`config.mk`:
```
export PLATFORM = sky130hd
export DESIGN_NAME = l2_cache_request_arbiter
export DESIGN_NICKNAME = d
export VERILOG_FILES = /design/src/rtl/l2_cache_request_arbiter.sv
export SDC_FILE = /design/constraint.sdc
export NUM_CORES = 1
export LEC_CHECK = 0
export BUFFER_PORTS_ARGS = -buffer_cell sky130_fd_sc_hd__buf_2
export CAP_MARGIN = 20
export CORE_AREA = 2 2 140 142
export DETAILED_ROUTE_END_ITERATION = 10
export DIE_AREA = 0 0 142 144
export GPL_TIMING_DRIVEN = 0
export PLACE_DENSITY = 0.65
export SETUP_SLACK_MARGIN = 0.15
export SLEW_MARGIN = 0
export SYNTH_ARGS = -nofsm -noshare
export SYNTH_HDL_FRONTEND = slang
export SYNTH_SLANG_ARGS = --single-unit
```
`constraint.sdc`:
```
create_clock -name clk -period 4.85 [get_ports clk]
set_input_delay 0.485 -clock clk [delete_from_list [all_inputs] [get_ports clk]]
set_output_delay 0.485 -clock clk [all_outputs]
set_load 0.005 [all_outputs]
```
`src/rtl/l2_cache_request_arbiter.sv`:
```
// L2 front-of-pipeline scheduler: restart > flush walker > round-robin cores,
// issuing at most one registered request per cycle into the tag stage.
`ifndef L2_SETS
`define L2_SETS 8
`endif

typedef struct packed {
   logic [19:0]                   tag;
   logic [$clog2(`L2_SETS)-1:0]   set_idx;
   logic [5:0]                    offset;
} l2_addr_t;

typedef struct packed {
   logic [3:0] id;
   logic [2:0] op;
   l2_addr_t   address;
} l2req_packet_t;

typedef logic [63:0] cache_line_data_t;

module l2_cache_request_arbiter #(
   parameter int NUM_REQUESTERS = 4,
   parameter int NUM_SETS       = `L2_SETS
) (
   input  logic                      clk,
   input  logic                      reset,
   input  logic [NUM_REQUESTERS-1:0] core_request_valid,
   input  l2req_packet_t             core_request [NUM_REQUESTERS],
   output logic [NUM_REQUESTERS-1:0] core_request_ack,
   input  logic                      restart_valid,
   input  l2req_packet_t             restart_request,
   input  cache_line_data_t          restart_data,
   input  logic                      restart_is_fill,
   input  logic                      restart_is_flush,
   output logic                      restart_ack,
   input  logic                      downstream_stall,
   input  logic                      flush_all_start,
   output logic                      flush_all_busy,
   output logic                      flush_all_done,
   output logic                      l2a_request_valid,
   output l2req_packet_t             l2a_request,
   output cache_line_data_t          l2a_data_from_memory,
   output logic                      l2a_is_l2_fill,
   output logic                      l2a_is_restarted_flush,
   output logic                      l2a_is_set_flush
);
   localparam int RR_W  = (NUM_REQUESTERS > 1) ? $clog2(NUM_REQUESTERS) : 1;
   localparam int SET_W = (NUM_SETS > 1) ? $clog2(NUM_SETS) : 1;
   localparam int IDX_W = $clog2(`L2_SETS);
   localparam logic [SET_W-1:0] LAST_SET = SET_W'(NUM_SETS - 1);

   typedef enum logic [1:0] {ST_IDLE, ST_WALK, ST_DONE} walk_state_t;

   walk_state_t      state_q, state_d;
   logic [SET_W-1:0] set_ctr_q, set_ctr_d;
   logic [RR_W-1:0]  rr_ptr_q, rr_ptr_d;
   logic             req_valid_q, req_valid_d;
   l2req_packet_t    req_q, req_d;
   cache_line_data_t data_q, data_d;
   logic             is_fill_q, is_fill_d;
   logic             is_rflush_q, is_rflush_d;
   logic             is_set_flush_q, is_set_flush_d;

   logic             core_found;
   logic [RR_W-1:0]  core_idx;
   logic [RR_W-1:0]  cand;
   logic             walker_grant;
   logic             core_grant;
   l2req_packet_t    set_pkt;

   // Round-robin search starting at rr_ptr, wrapping modulo NUM_REQUESTERS.
   always_comb begin
      core_found = 1'b0;
      core_idx   = '0;
      cand       = '0;
      for (int i = 0; i < NUM_REQUESTERS; i++) begin
         cand = RR_W'((int'(rr_ptr_q) + i) % NUM_REQUESTERS);
         if (!core_found && core_request_valid[cand]) begin
            core_found = 1'b1;
            core_idx   = cand;
         end
      end
   end

   // Restarts bypass the stall: they release miss-queue resources.
   always_comb begin
      restart_ack      = restart_valid;
      walker_grant     = !restart_valid && !downstream_stall && (state_q == ST_WALK);
      core_grant       = !restart_valid && !downstream_stall && (state_q != ST_WALK) && core_found;
      core_request_ack = '0;
      if (core_grant) core_request_ack[core_idx] = 1'b1;
      rr_ptr_d = rr_ptr_q;
      if (core_grant) rr_ptr_d = (core_idx == RR_W'(NUM_REQUESTERS - 1)) ? '0 : core_idx + 1'b1;
   end

   always_comb begin
      state_d        = state_q;
      set_ctr_d      = set_ctr_q;
      flush_all_done = 1'b0;
      flush_all_busy = (state_q != ST_IDLE);
      unique case (state_q)
         ST_IDLE: if (flush_all_start) begin
            state_d   = ST_WALK;
            set_ctr_d = '0;
         end
         ST_WALK: if (walker_grant) begin
            if (set_ctr_q == LAST_SET) state_d = ST_DONE;
            else                       set_ctr_d = set_ctr_q + 1'b1;
         end
         ST_DONE: begin
            flush_all_done = 1'b1;
            state_d        = ST_IDLE;
         end
         default: state_d = ST_IDLE;
      endcase
   end

   always_comb begin
      set_pkt                  = '0;
      set_pkt.address.set_idx  = IDX_W'(set_ctr_q);
      req_valid_d              = restart_valid | walker_grant | core_grant;
      req_d                    = req_q;
      data_d                   = data_q;
      is_fill_d                = restart_valid & restart_is_fill;
      is_rflush_d              = restart_valid & restart_is_flush;
      is_set_flush_d           = walker_grant;
      if (restart_valid) begin
         req_d  = restart_request;
         data_d = restart_data;
      end else if (walker_grant) begin
         req_d = set_pkt;
      end else if (core_grant) begin
         req_d = core_request[core_idx];
      end
   end

   always_ff @(posedge clk or posedge reset) begin
      if (reset) begin
         state_q        <= ST_IDLE;
         set_ctr_q      <= '0;
         rr_ptr_q       <= '0;
         req_valid_q    <= 1'b0;
         req_q          <= '0;
         data_q         <= '0;
         is_fill_q      <= 1'b0;
         is_rflush_q    <= 1'b0;
         is_set_flush_q <= 1'b0;
      end else begin
         state_q        <= state_d;
         set_ctr_q      <= set_ctr_d;
         rr_ptr_q       <= rr_ptr_d;
         req_valid_q    <= req_valid_d;
         req_q          <= req_d;
         data_q         <= data_d;
         is_fill_q      <= is_fill_d;
         is_rflush_q    <= is_rflush_d;
         is_set_flush_q <= is_set_flush_d;
      end
   end

   assign l2a_request_valid      = req_valid_q;
   assign l2a_request            = req_q;
   assign l2a_data_from_memory   = data_q;
   assign l2a_is_l2_fill         = is_fill_q;
   assign l2a_is_restarted_flush = is_rflush_q;
   assign l2a_is_set_flush       = is_set_flush_q;

endmodule
```
==> results.tsv, run 1 <==
stage	metric	value	unit
run_status	status	finished, final reports clean	
finish	Nets	1100	
routing	final wirelength	18500	µm
synthesis	commonest cells in the netlist	111 x dfrtp_1, 99 x mux2_2, 73 x mux2i_1	
synthesis	synthesized area	0.00591	mm²
power_and_ir_drop	PwrDens	368	mW/mm²
power_and_ir_drop	maximum vdd drop	167	µV
global_route	grt met2 use	31.3	%
job	max-cap viol count	0	
sta	Fin Hold WS	123	ps
routing	# DRC	0	
sta	clk_skew	10.4	ps
clock_tree	Clock transition at path regs	80	ps
synthesis	Seq cells post-synth	111	
clock_tree	CTS Buf Count	9	
synthesis	EDFF count, synth	0	
synthesis	post-synth top area cell	dfrtp_1	
floorplanning	core region area	0.0191	mm²
power_and_ir_drop	total power	3.08	mW
setup_path	ordered cell list for the critical path	buf_6 -> or3b_4 -> o221ai_2 -> buf_12 -> buf_12 -> inv_1 -> ha_1 -> and2_1 -> buf_2	
synthesis	largest cells by area after synthesis	dfrtp_1 47%, mux2_2 19%, mux2i_1 12%	
global_route	initial antenna violation count	0	
finish	Synth-to-Final Area Change	41.7	%
sta	Rel. slew slack	53.9	%
global_route	met3 usage	4.47	%
sta	Tcrit/Tclk final	58.0	%
clock_tree	post-CTS sizing	0	
setup_path	slowest cell delay on critical path	390	ps
setup_path	CP max-delay cell	or3b_4	
placement	gp weighted congestion	0.798	
sta	unrepaired setup endpoints after global routing	no	
setup_path	Buf+Inv Stages, Crit Path	5	
global_route	vias in the first global route	5035	
finish	layout cells sized above 1	61.3	%
sta	Hold Violations, Final	0	
global_route	largest net degree at the start of global routing	72	
placement	Inst Count DP	1066	
setup_path	Req. time, crit path	4370	ps
floorplanning	io pins	366	
global_route	busiest grt layer	met2	
clock_tree	postcts setup bufs	0	
clock_tree	Root Driver	clkbuf_16	
routing	ANT nets after route	0	
synthesis	sequential area share after synthesis	47.0	%
routing	Routed WL per cell	17.1	µm
synthesis	Synth Flop Type	dfrtp_1	
setup_path	WP depth	9	
placement	PortBufs	364	
floorplanning	Die Height	144	µm
setup_path	Top Family by Delay on Critical Path	buffers and inverters	
setup_path	CP Launch Type	register	
setup_path	Crit Path Max Fanout	11	
global_route	GRT Resource Usage Total	17.1	%
worst_hold_path	Hold/Removal Path Class	in -> async	
setup_path	Top cell by count, worst path	buf_12	
synthesis	Avg Synthesized Cell Area	12.8	µm²
synthesis	top-count cell post-synth	dfrtp_1	
floorplanning	DIE AREA	0.0204	mm²
synthesis	Synth cell types	42	
setup_path	path type of the worst setup path	reg -> out	
synthesis	Post-Syn Instances	463	
clock_tree	hold_buf cts	0	
floorplanning	Initial Utilization	31.0	%
floorplanning	Die Width	142	µm
sta	worst slew pin tran	692	ps
synthesis	Async S/R FF share, synth	100	%
clock_tree	H-tree Lvls	3	
sta	Final Setup Violations	0	
placement	HPWL after detailed placement	14700	µm
routing	vias	5140	
routing	initial DRC count	166	
global_route	final global-route overflow total	0	
synthesis	Post-Syn Nets	724	
clock_tree	Clock Sinks	111	
sta	min cycle time layout	2810	ps
setup_path	Worst setup EP type	output port	
clock_tree	CTS tree	done	
routing	Vias/cell	4.75	
synthesis	Syn. warnings	0	
setup_path	critical path arrival	2330	ps
routing	drt first pass iters	4	
floorplanning	row count	51	
synthesis	post-synth top area share	47.0	%
clock_tree	CTS Buffer Depth	2	
finish	ant diodes	0	
sta	f_max	0.356	GHz
setup_path	FF-to-FF path depth	8	
power_and_ir_drop	Leakage	4.34	nW
global_route	first-pass GRT wire length	27100	µm
clock_tree	clk_lat worst skew	350	ps
sta	Final Max Tran Viols	0	
finish	Post-Route Utilization	43.9	%
global_route	met1 Use GR	20.2	%
finish	Non-Filler Instances	1082	
## cells by family (layout without fill, tap and decap cells)
group	Yosys count	count (layout)	synth area share, %
fa+ha+maj	6	6	1.27
simple gates	42	42	4.00
flops	111	111	47.0
mux	172	172	31.2
compound gates	92	92	11.0
buf+inv	40	421	5.54
## routing by layer
layer | wire length [µm] | part of all wire [%]
met1 | 7480 | 40
met5 | 0 | 0
met4 | 165 | 0.89
met3 | 1270 | 6.9
met2 | 9610 | 52
## stage by stage
stage / instance area (µm²) / setup slack (ps) / setup TNS, ps
2_1_floorplan: 5910 / 1430 / 0
3_3_place_gp: 8030 / -49.3 / -4040
3_5_place_dp: 8070 / 2250 / 0
4_1_cts: 8380 / 1990 / 0
5_1_grt: 8380 / 1920 / 0
6_report: 8380 / 2040 / 0
## worst paths after layout
kind / start / slack, ps / endpoint
max: rr_ptr_q[1] / 2040 / core_request_ack[1]
min: reset / 120 / l2a_data_from_memory[19]
max reg2reg: rr_ptr_q[1] / 2770 / l2a_request[0]
min reg2reg: l2a_data_from_memory[15] / 500 / l2a_data_from_memory[15]
max in group asynchronous: reset / 4020 / l2a_request[30]
min in group clk: restart_is_flush / 340 / l2a_is_restarted_flush
## cells in the final DEF, fill, tap and decap left out, drive strengths merged, types with 3 or more instances in the layout
cell type,netlist,layout
nor2,7,7
clkinv,0,3
o21ai,36,36
a22oi,33,33
nand2,8,8
dfrtp,111,111
buf,22,387
a21boi,3,3
a21oi,3,3
clkbuf,12,22
and2,7,7
nor2b,5,5
mux2i,73,73
and3,4,4
inv,6,9
ha,6,6
mux2,99,99
## worst register-to-register path, stage by stage (launching register included)
cell	delay (ps)
dfrtp_1	380
buf_6	140
or3b_4	400
o221ai_2	100
buf_12	210
buf_12	170
mux2i_1	310
mux2_2	220
o21ai_2	50
## state kept, by name (all words and copies together) (netlist names)
signal                  cells
state_q                     2
l2a_request_valid           1
l2a_is_l2_fill              1
set_ctr_q                   3
l2a_is_set_flush            1
rr_ptr_q                    2
l2a_is_restarted_flush      1
l2a_request                36
l2a_data_from_memory       64
## where the power goes
| part | switching, mW | internal [mW] | total (mW) |
|---|---|---|---|
| registers | 0.0663 | 1.04 | 1.10 |
| logic | 0.546 | 0.665 | 1.21 |
| clock network | 0.386 | 0.383 | 0.769 |
| total | 0.998 | 2.08 | 3.08 |
## final cells by class
| cell class | instances | area, µm² |
|---|---|---|
| clock buffers | 10 | 239 |
| flip-flops and latches | 111 | 2780 |
| clock inverters | 6 | 72.6 |
| repair buffers | 365 | 1850 |
| fillers | 1835 | 10700 |
| multi-input cells | 312 | 2810 |
| well taps | 238 | 298 |
| inverters | 6 | 27.5 |
| plain buffers | 34 | 305 |
(Power assumes the default switching activity.)
==> run 2: changes to the inputs <==
--- a/config.mk
+++ b/config.mk
@@ -5,13 +5,14 @@
 export SDC_FILE = /design/constraint.sdc
 export NUM_CORES = 1
 export LEC_CHECK = 0
+export ABC_AREA = 1
 export BUFFER_PORTS_ARGS = -buffer_cell sky130_fd_sc_hd__buf_2
 export CAP_MARGIN = 20
-export CORE_AREA = 2 2 140 142
+export CORE_AREA = 2 2 142 144
 export DETAILED_ROUTE_END_ITERATION = 10
-export DIE_AREA = 0 0 142 144
+export DIE_AREA = 0 0 144 146
 export GPL_TIMING_DRIVEN = 0
-export PLACE_DENSITY = 0.65
+export PLACE_DENSITY = 0.68
 export SETUP_SLACK_MARGIN = 0.15
 export SLEW_MARGIN = 0
 export SYNTH_ARGS = -nofsm -noshare
==> constraint.sdc (replaced) <==
create_clock -name clk -period 2.7 [get_ports clk]
set_input_delay 0.27 -clock clk [delete_from_list [all_inputs] [get_ports clk]]
set_output_delay 0.27 -clock clk [all_outputs]
set_load 0.005 [all_outputs]
==> results.tsv, run 2 <==
stage	metric	value	unit
run_status	status	finished, final reports clean	
finish	Final Cell Area	0.00976	mm²
finish	most frequent cells in the layout	381 x buf_2, 374 x nand2_1, 154 x inv_1	
setup_path	FF-to-FF path depth	13	
synthesis	post-synth top area share	40.7	%
sta	clk_skew	4.86	ps
setup_path	CP Launch Type	register	
routing	ANT nets after route	0	
job	max-cap viol count	0	
power_and_ir_drop	internal power	5.65	mW
sta	f_max	0.391	GHz
synthesis	Avg Synthesized Cell Area	6.65	µm²
routing	initial DRC count	459	
synthesis	Synth Flop Type	dfrtp_1	
synthesis	post-synth top area cell	dfrtp_1	
power_and_ir_drop	Combinational Power Share	67.1	%
worst_hold_path	hold worst-path end	l2a_is_l2_fill	
finish	FF+latch area	0.00278	mm²
finish	Synth-to-Final Area Change	43.1	%
sta	Tcrit/Tclk final	94.8	%
clock_tree	CTS Buffer Depth	2	
clock_tree	Clock transition at path regs	80	ps
finish	layout cells sized above 1	34.2	%
worst_hold_path	Hold/Removal Path Class	in -> reg	
global_route	GRT Resource Usage Total	25.9	%
finish	Nets	1688	
synthesis	synthesized area	0.00682	mm²
power_and_ir_drop	total power	11.2	mW
clock_tree	Clock Sinks	111	
global_route	largest net degree at the start of global routing	40	
sta	Final Max Tran Viols	0	
floorplanning	DIE AREA	0.0210	mm²
placement	gp weighted congestion	0.898	
synthesis	Seq cells post-synth	111	
floorplanning	core region area	0.0193	mm²
clock_tree	CTS Buf Count	9	
global_route	initial antenna violation count	2	
placement	pre-CTS setup slack	107	ps
placement	HPWL after detailed placement	20900	µm
sta	final worst setup slack	142	ps
finish	most common cell after layout, fill and taps aside	buf_2	
sta	worst slew pin tran	867	ps
routing	vias	8187	
synthesis	Post-Syn Instances	1026	
routing	drt first pass iters	5	
global_route	vias in the first global route	8134	
floorplanning	Die Width	144	µm
clock_tree	H-tree Lvls	3	
power_and_ir_drop	sequential share of power	20.5	%
power_and_ir_drop	PwrDens	1150	mW/mm²
routing	# DRC	0	
setup_path	Worst setup EP type	output port	
setup_path	Crit Path Max Fanout	5	
finish	area occupied by multi-input gates	0.00324	mm²
clock_tree	clk_lat worst skew	360	ps
synthesis	top-count cell post-synth	nand2_1	
setup_path	Req. time, crit path	2430	ps
synthesis	Synth cell types	24	
global_route	final global-route overflow total	0	
sta	Rel. slew slack	42.2	%
power_and_ir_drop	P_sw	5.58	mW
synthesis	commonest cells in the netlist	389 x nand2_1, 160 x inv_1, 111 x dfrtp_1	
floorplanning	Die Height	146	µm
setup_path	R2R Path End	l2a_request[10]	
synthesis	Post-Syn Nets	1287	
routing	Vias/cell	4.82	
routing	final wirelength	27500	µm
synthesis	Syn. warnings	0	
power_and_ir_drop	Sw Ratio	49.7	%
worst_hold_path	hold path startpoint	restart_is_fill	
worst_hold_path	WHS Path Cells	3	
finish	fillers	1970	
clock_tree	CTS tree	done	
clock_tree	Root Driver	clkbuf_16	
routing	Routed WL per cell	16.2	µm
floorplanning	Initial Utilization	35.3	%
power_and_ir_drop	maximum vdd drop	663	µV
placement	Placement Cell Area	0.00905	mm²
floorplanning	row count	51	
setup_path	R2R setup slack	260	ps
setup_path	path type of the worst setup path	reg -> out	
power_and_ir_drop	Leakage	5.83	nW
finish	Largest register FFs	64	
sta	min cycle time layout	2560	ps
setup_path	critical path arrival	2290	ps
synthesis	sequential area share after synthesis	40.7	%
global_route	first-pass GRT wire length	42400	µm
sta	Final Setup Violations	0	
placement	PortBufs	365	
synthesis	Async S/R FF share, synth	100	%
setup_path	crit path launch	rr_ptr_q[1]	
floorplanning	io pins	366	
synthesis	largest cells by area after synthesis	dfrtp_1 41%, nand2_1 21%, inv_1 8.8%	
synthesis	EDFF count, synth	0	
power_and_ir_drop	clock power share	12.4	%
sta	Hold Violations, Final	0	
sta	unrepaired setup endpoints after global routing	yes	
setup_path	R2R Path Start	rr_ptr_q[1]	
## run 2: changes by cell type after synthesis, sizes merged, moves of 69 or more
cell / change
nand4: +69
mux2i: -73
inv: +159
mux2: -99
nand3: +84
nand2: +387
## run 2: worst max path at each step
| stage | endpoint | slack, ps | cells past startpoint |
|---|---|---|---|
| CTS | core_request_ack[0] | 140 | 16 |
| finish | core_request_ack[0] | 140 | 15 |
| global route | core_request_ack[3] | -0.4 | 15 |
| floorplan | core_request_ack[2] | 660 | 14 |
| global placement | core_request_ack[2] | 140 | 15 |
| detailed placement | l2a_request[26] | 110 | 11 |
## run 2: kinds of logic after synthesis
kind of cell / synth area share, %
buffers and inverters: 14.3
adder cells (fa/ha/maj): 1.10
AO/OA/AOI/OAI: 5.89
flip-flops: 40.7
AND/OR/NAND/NOR: 38.0
## run 2: routing by layer
metal | up-vias | global-route usage [%] | share of wire, %
li1 | 3989 | - | -
met1 | 3766 | 31.3 | 40
met2 | 382 | 45.7 | 49
met3 | 50 | 5.79 | 8.6
met4 | 0 | 7.94 | 2.6
met5 | - | 0 | 0
## run 2: final cells by class
type,instances,share of cell area [%]
Timing Repair inverter,1,0.0897
Timing Repair Buffer,389,20.9
Clock inverter,7,0.833
Tap cell,265,3.40
Clock buffer,9,2.31
Buffer,66,4.26
Antenna cell,1,0.0256
Sequential cell,111,28.5
Multi-Input combinational cell,684,33.2
Inverter,165,6.51
## run 2: power groups by stage
stage / registers, mW / clock network, mW / logic (mW)
6_report: 2.31 / 1.39 / 7.53
3_5_place_dp: 2.31 / 0 / 6.36
2_1_floorplan: 2.34 / 0 / 4.19
4_1_cts: 2.30 / 1.44 / 7.20
5_1_grt: 2.35 / 1.49 / 8.32
3_3_place_gp: 2.31 / 0 / 6.26
## run 2: worst max-delay path: stages (launching register included)
cell and delay [ps]:
dfrtp_2 480, inv_2 160, nand2_1 80, nand2_2 100
buf_4 140, nand2_1 60, o21ai_2 60, nand3_2 80
nand3_2 80, nand2_2 80, buf_8 140, buf_12 130
ha_4 150, inv_2 40, nor2_2 30, buf_2 120
## run 2: what timing repair did
| item | in CTS | in global routing |
|---|---|---|
| hold buffers | 1 | 0 |
| hold endpoints to repair | 8 | 0 |
| pin swaps | 9 | 14 |
| resized for setup | 39 | 32 |
| endpoints found under the setup margin | 29 | 25 |
| cloned | 2 | 0 |
| buffers inserted | 16 | 3 |
## run 2: stage by stage
stage                     instances  utilization [%]  setup TNS, ps  hold WS [ps]
after floorplan                1026                -              0           374
after global placement         1656             46.5              0           449
after detailed placement       1659             46.8              0           238
after CTS                      1694             49.8              0          86.4
after global routing           1698             50.5         -0.697          93.2
final                          1698             50.5              0           102
==> run 3: changes to the inputs <==
--- a/config.mk
+++ b/config.mk
@@ -5,14 +5,13 @@
 export SDC_FILE = /design/constraint.sdc
 export NUM_CORES = 1
 export LEC_CHECK = 0
-export ABC_AREA = 1
 export BUFFER_PORTS_ARGS = -buffer_cell sky130_fd_sc_hd__buf_2
 export CAP_MARGIN = 20
-export CORE_AREA = 2 2 142 144
+export CORE_AREA = 2 2 140 142
 export DETAILED_ROUTE_END_ITERATION = 10
-export DIE_AREA = 0 0 144 146
+export DIE_AREA = 0 0 142 144
 export GPL_TIMING_DRIVEN = 0
-export PLACE_DENSITY = 0.68
+export PLACE_DENSITY = 0.65
 export SETUP_SLACK_MARGIN = 0.15
 export SLEW_MARGIN = 0
 export SYNTH_ARGS = -nofsm -noshare
==> results.tsv, run 3 (same netlist as run 1, synthesis figures left out) <==
stage	metric	value	unit
run_status	status	finished, final reports clean	
clock_tree	clk_lat worst skew	360	ps
clock_tree	H-tree Lvls	3	
floorplanning	Initial Utilization	31.0	%
routing	initial DRC count	174	
floorplanning	io pins	366	
floorplanning	Die Height	144	µm
finish	area occupied by multi-input gates	0.00281	mm²
floorplanning	Die Width	142	µm
setup_path	critical path arrival	2170	ps
floorplanning	DIE AREA	0.0204	mm²
setup_path	FF-to-FF path depth	8	
routing	vias	5191	
floorplanning	row count	51	
placement	Placement Cell Area	0.00808	mm²
routing	final wirelength	18900	µm
global_route	initial antenna violation count	3	
routing	# DRC	0	
routing	ANT nets after route	0	
finish	layout cells sized above 1	61.7	%
routing	wire length on met3	1510	µm
routing	Met1 Wirelength	7540	µm
routing	Vias/cell	4.76	
sta	Final Setup Violations	0	
routing	max layer used	met5	
sta	worst slew pin tran	881	ps
setup_path	R2R Path Start	rr_ptr_q[1]	
sta	clk_skew	9.82	ps
sta	min cycle time layout	2440	ps
power_and_ir_drop	Leakage	4.35	nW
power_and_ir_drop	PwrDens	661	mW/mm²
sta	Hold Violations, Final	0	
routing	Routed WL per cell	17.4	µm
sta	f_max	0.410	GHz
sta	unrepaired setup endpoints after global routing	no	
floorplanning	core region area	0.0191	mm²
global_route	largest net degree at the start of global routing	39	
placement	gp weighted congestion	0.789	
sta	Final Max Tran Viols	0	
routing	drt first pass iters	4	
global_route	vias in the first global route	5236	
finish	Synth-to-Final Area Change	42.5	%
clock_tree	Root Driver	clkbuf_16	
finish	most frequent cells in the layout	369 x buf_2, 111 x dfrtp_1, 99 x mux2_2	
power_and_ir_drop	maximum vdd drop	336	µV
global_route	GRT Resource Usage Total	17.6	%
sta	Tcrit/Tclk final	90.3	%
clock_tree	Clock Sinks	111	
finish	Final Cell Area	0.00843	mm²
sta	Total Neg Setup Slack	0	ps
setup_path	R2R setup slack	440	ps
clock_tree	CTS Buffer Depth	2	
placement	HPWL after detailed placement	15000	µm
setup_path	path type of the worst setup path	reg -> out	
setup_path	Req. time, crit path	2430	ps
clock_tree	CTS Buf Count	9	
sta	Rel. slew slack	41.1	%
setup_path	Worst setup EP type	output port	
finish	Nets	1105	
finish	most common cell after layout, fill and taps aside	buf_2	
job	max-cap viol count	0	
clock_tree	Clock transition at path regs	90	ps
finish	FF+latch area	0.00278	mm²
global_route	first-pass GRT wire length	27700	µm
routing	wire length on met2	9500	µm
setup_path	CP Launch Type	register	
clock_tree	CTS tree	done	
finish	fillers	1848	
placement	PortBufs	364	
setup_path	R2R Path End	l2a_request[8]	
worst_hold_path	Hold/Removal Path Class	in -> async	
finish	Largest register FFs	64	
global_route	final global-route overflow total	0	
setup_path	Crit Path Max Fanout	8	
run 3: cell count changes in the layout (fill, tap and decap cells not counted), moves of 40 or more:
cell / delta
nand2_1: -366
inv_1: -150
mux2_2: +99
nand3_1: -75
mux2i_1: +73
nand4_1: -69
a21oi_1: -67
nor2_1: -40
run 3: power by group:
| part | internal (mW) | leakage [nW] | switching (mW) |
|---|---|---|---|
| clock network | 0.678 | 0.148 | 0.687 |
| registers | 1.86 | 1.33 | 0.115 |
| logic | 1.23 | 2.87 | 1.00 |
run 3: critical path, cell delays in order (launching register included):
cell and delay [ps]:
dfrtp_1 380, buf_6 130, or3b_4 390, o221ai_2 90, buf_12 140, buf_12 100
clkinvlp_4 100, ha_1 200, and2_1 130, buf_2 140
run 3: what timing repair did:
| item | CTS | global route |
|---|---|---|
| hold buffers | 0 | 0 |
| setup buffers | 1 | 3 |
| resized for setup | 0 | 3 |
| endpoints found under the hold margin | 0 | 0 |
| setup endpoints to repair | 2 | 3 |
run 3: worst max path at each step:
stage	from	endpoint	slack (ps)	depth (start not counted)
3_3_place_gp	reset	l2a_request[4]	200	2
5_1_grt	rr_ptr_q[1]	core_request_ack[0]	150	10
3_5_place_dp	restart_valid	l2a_data_from_memory[57]	330	5
6_report	rr_ptr_q[1]	core_request_ack[3]	260	9
2_1_floorplan	rr_ptr_q[1]	core_request_ack[1]	780	8
4_1_cts	rr_ptr_q[1]	core_request_ack[3]	180	9
run 3: final cells by class:
cell class / count / share of cell area, %
well taps: 238 / 3.53
inverters: 6 / 0.356
flip-flops and latches: 111 / 33.0
diodes: 3 / 0.0891
clock inverters: 6 / 0.742
clock buffers: 10 / 2.84
multi-input cells: 312 / 33.4
plain buffers: 34 / 3.67
repair buffers: 370 / 22.4
run 3: metrics by stage:
step                utilization, %  hold slack (ps)  total power, mW  setup WS [ps]  std cells
floorplan                        -              404             3.51            775        463
global placement              42.1              485             4.19            202       1065
detailed placement            42.3              487             4.22            333       1067
CTS                           44.0             91.0             5.63            184       1084
global route                  44.1              117             5.93            150       1088
finish                        44.2             73.4             5.57            262       1090
run 3: per-layer routing:
layer  track usage [%]  vias up
met3              5.10       22
met5                 0        -
met1              20.4     2478
met2              31.2      208
met4              6.26        2
li1                  -     2481
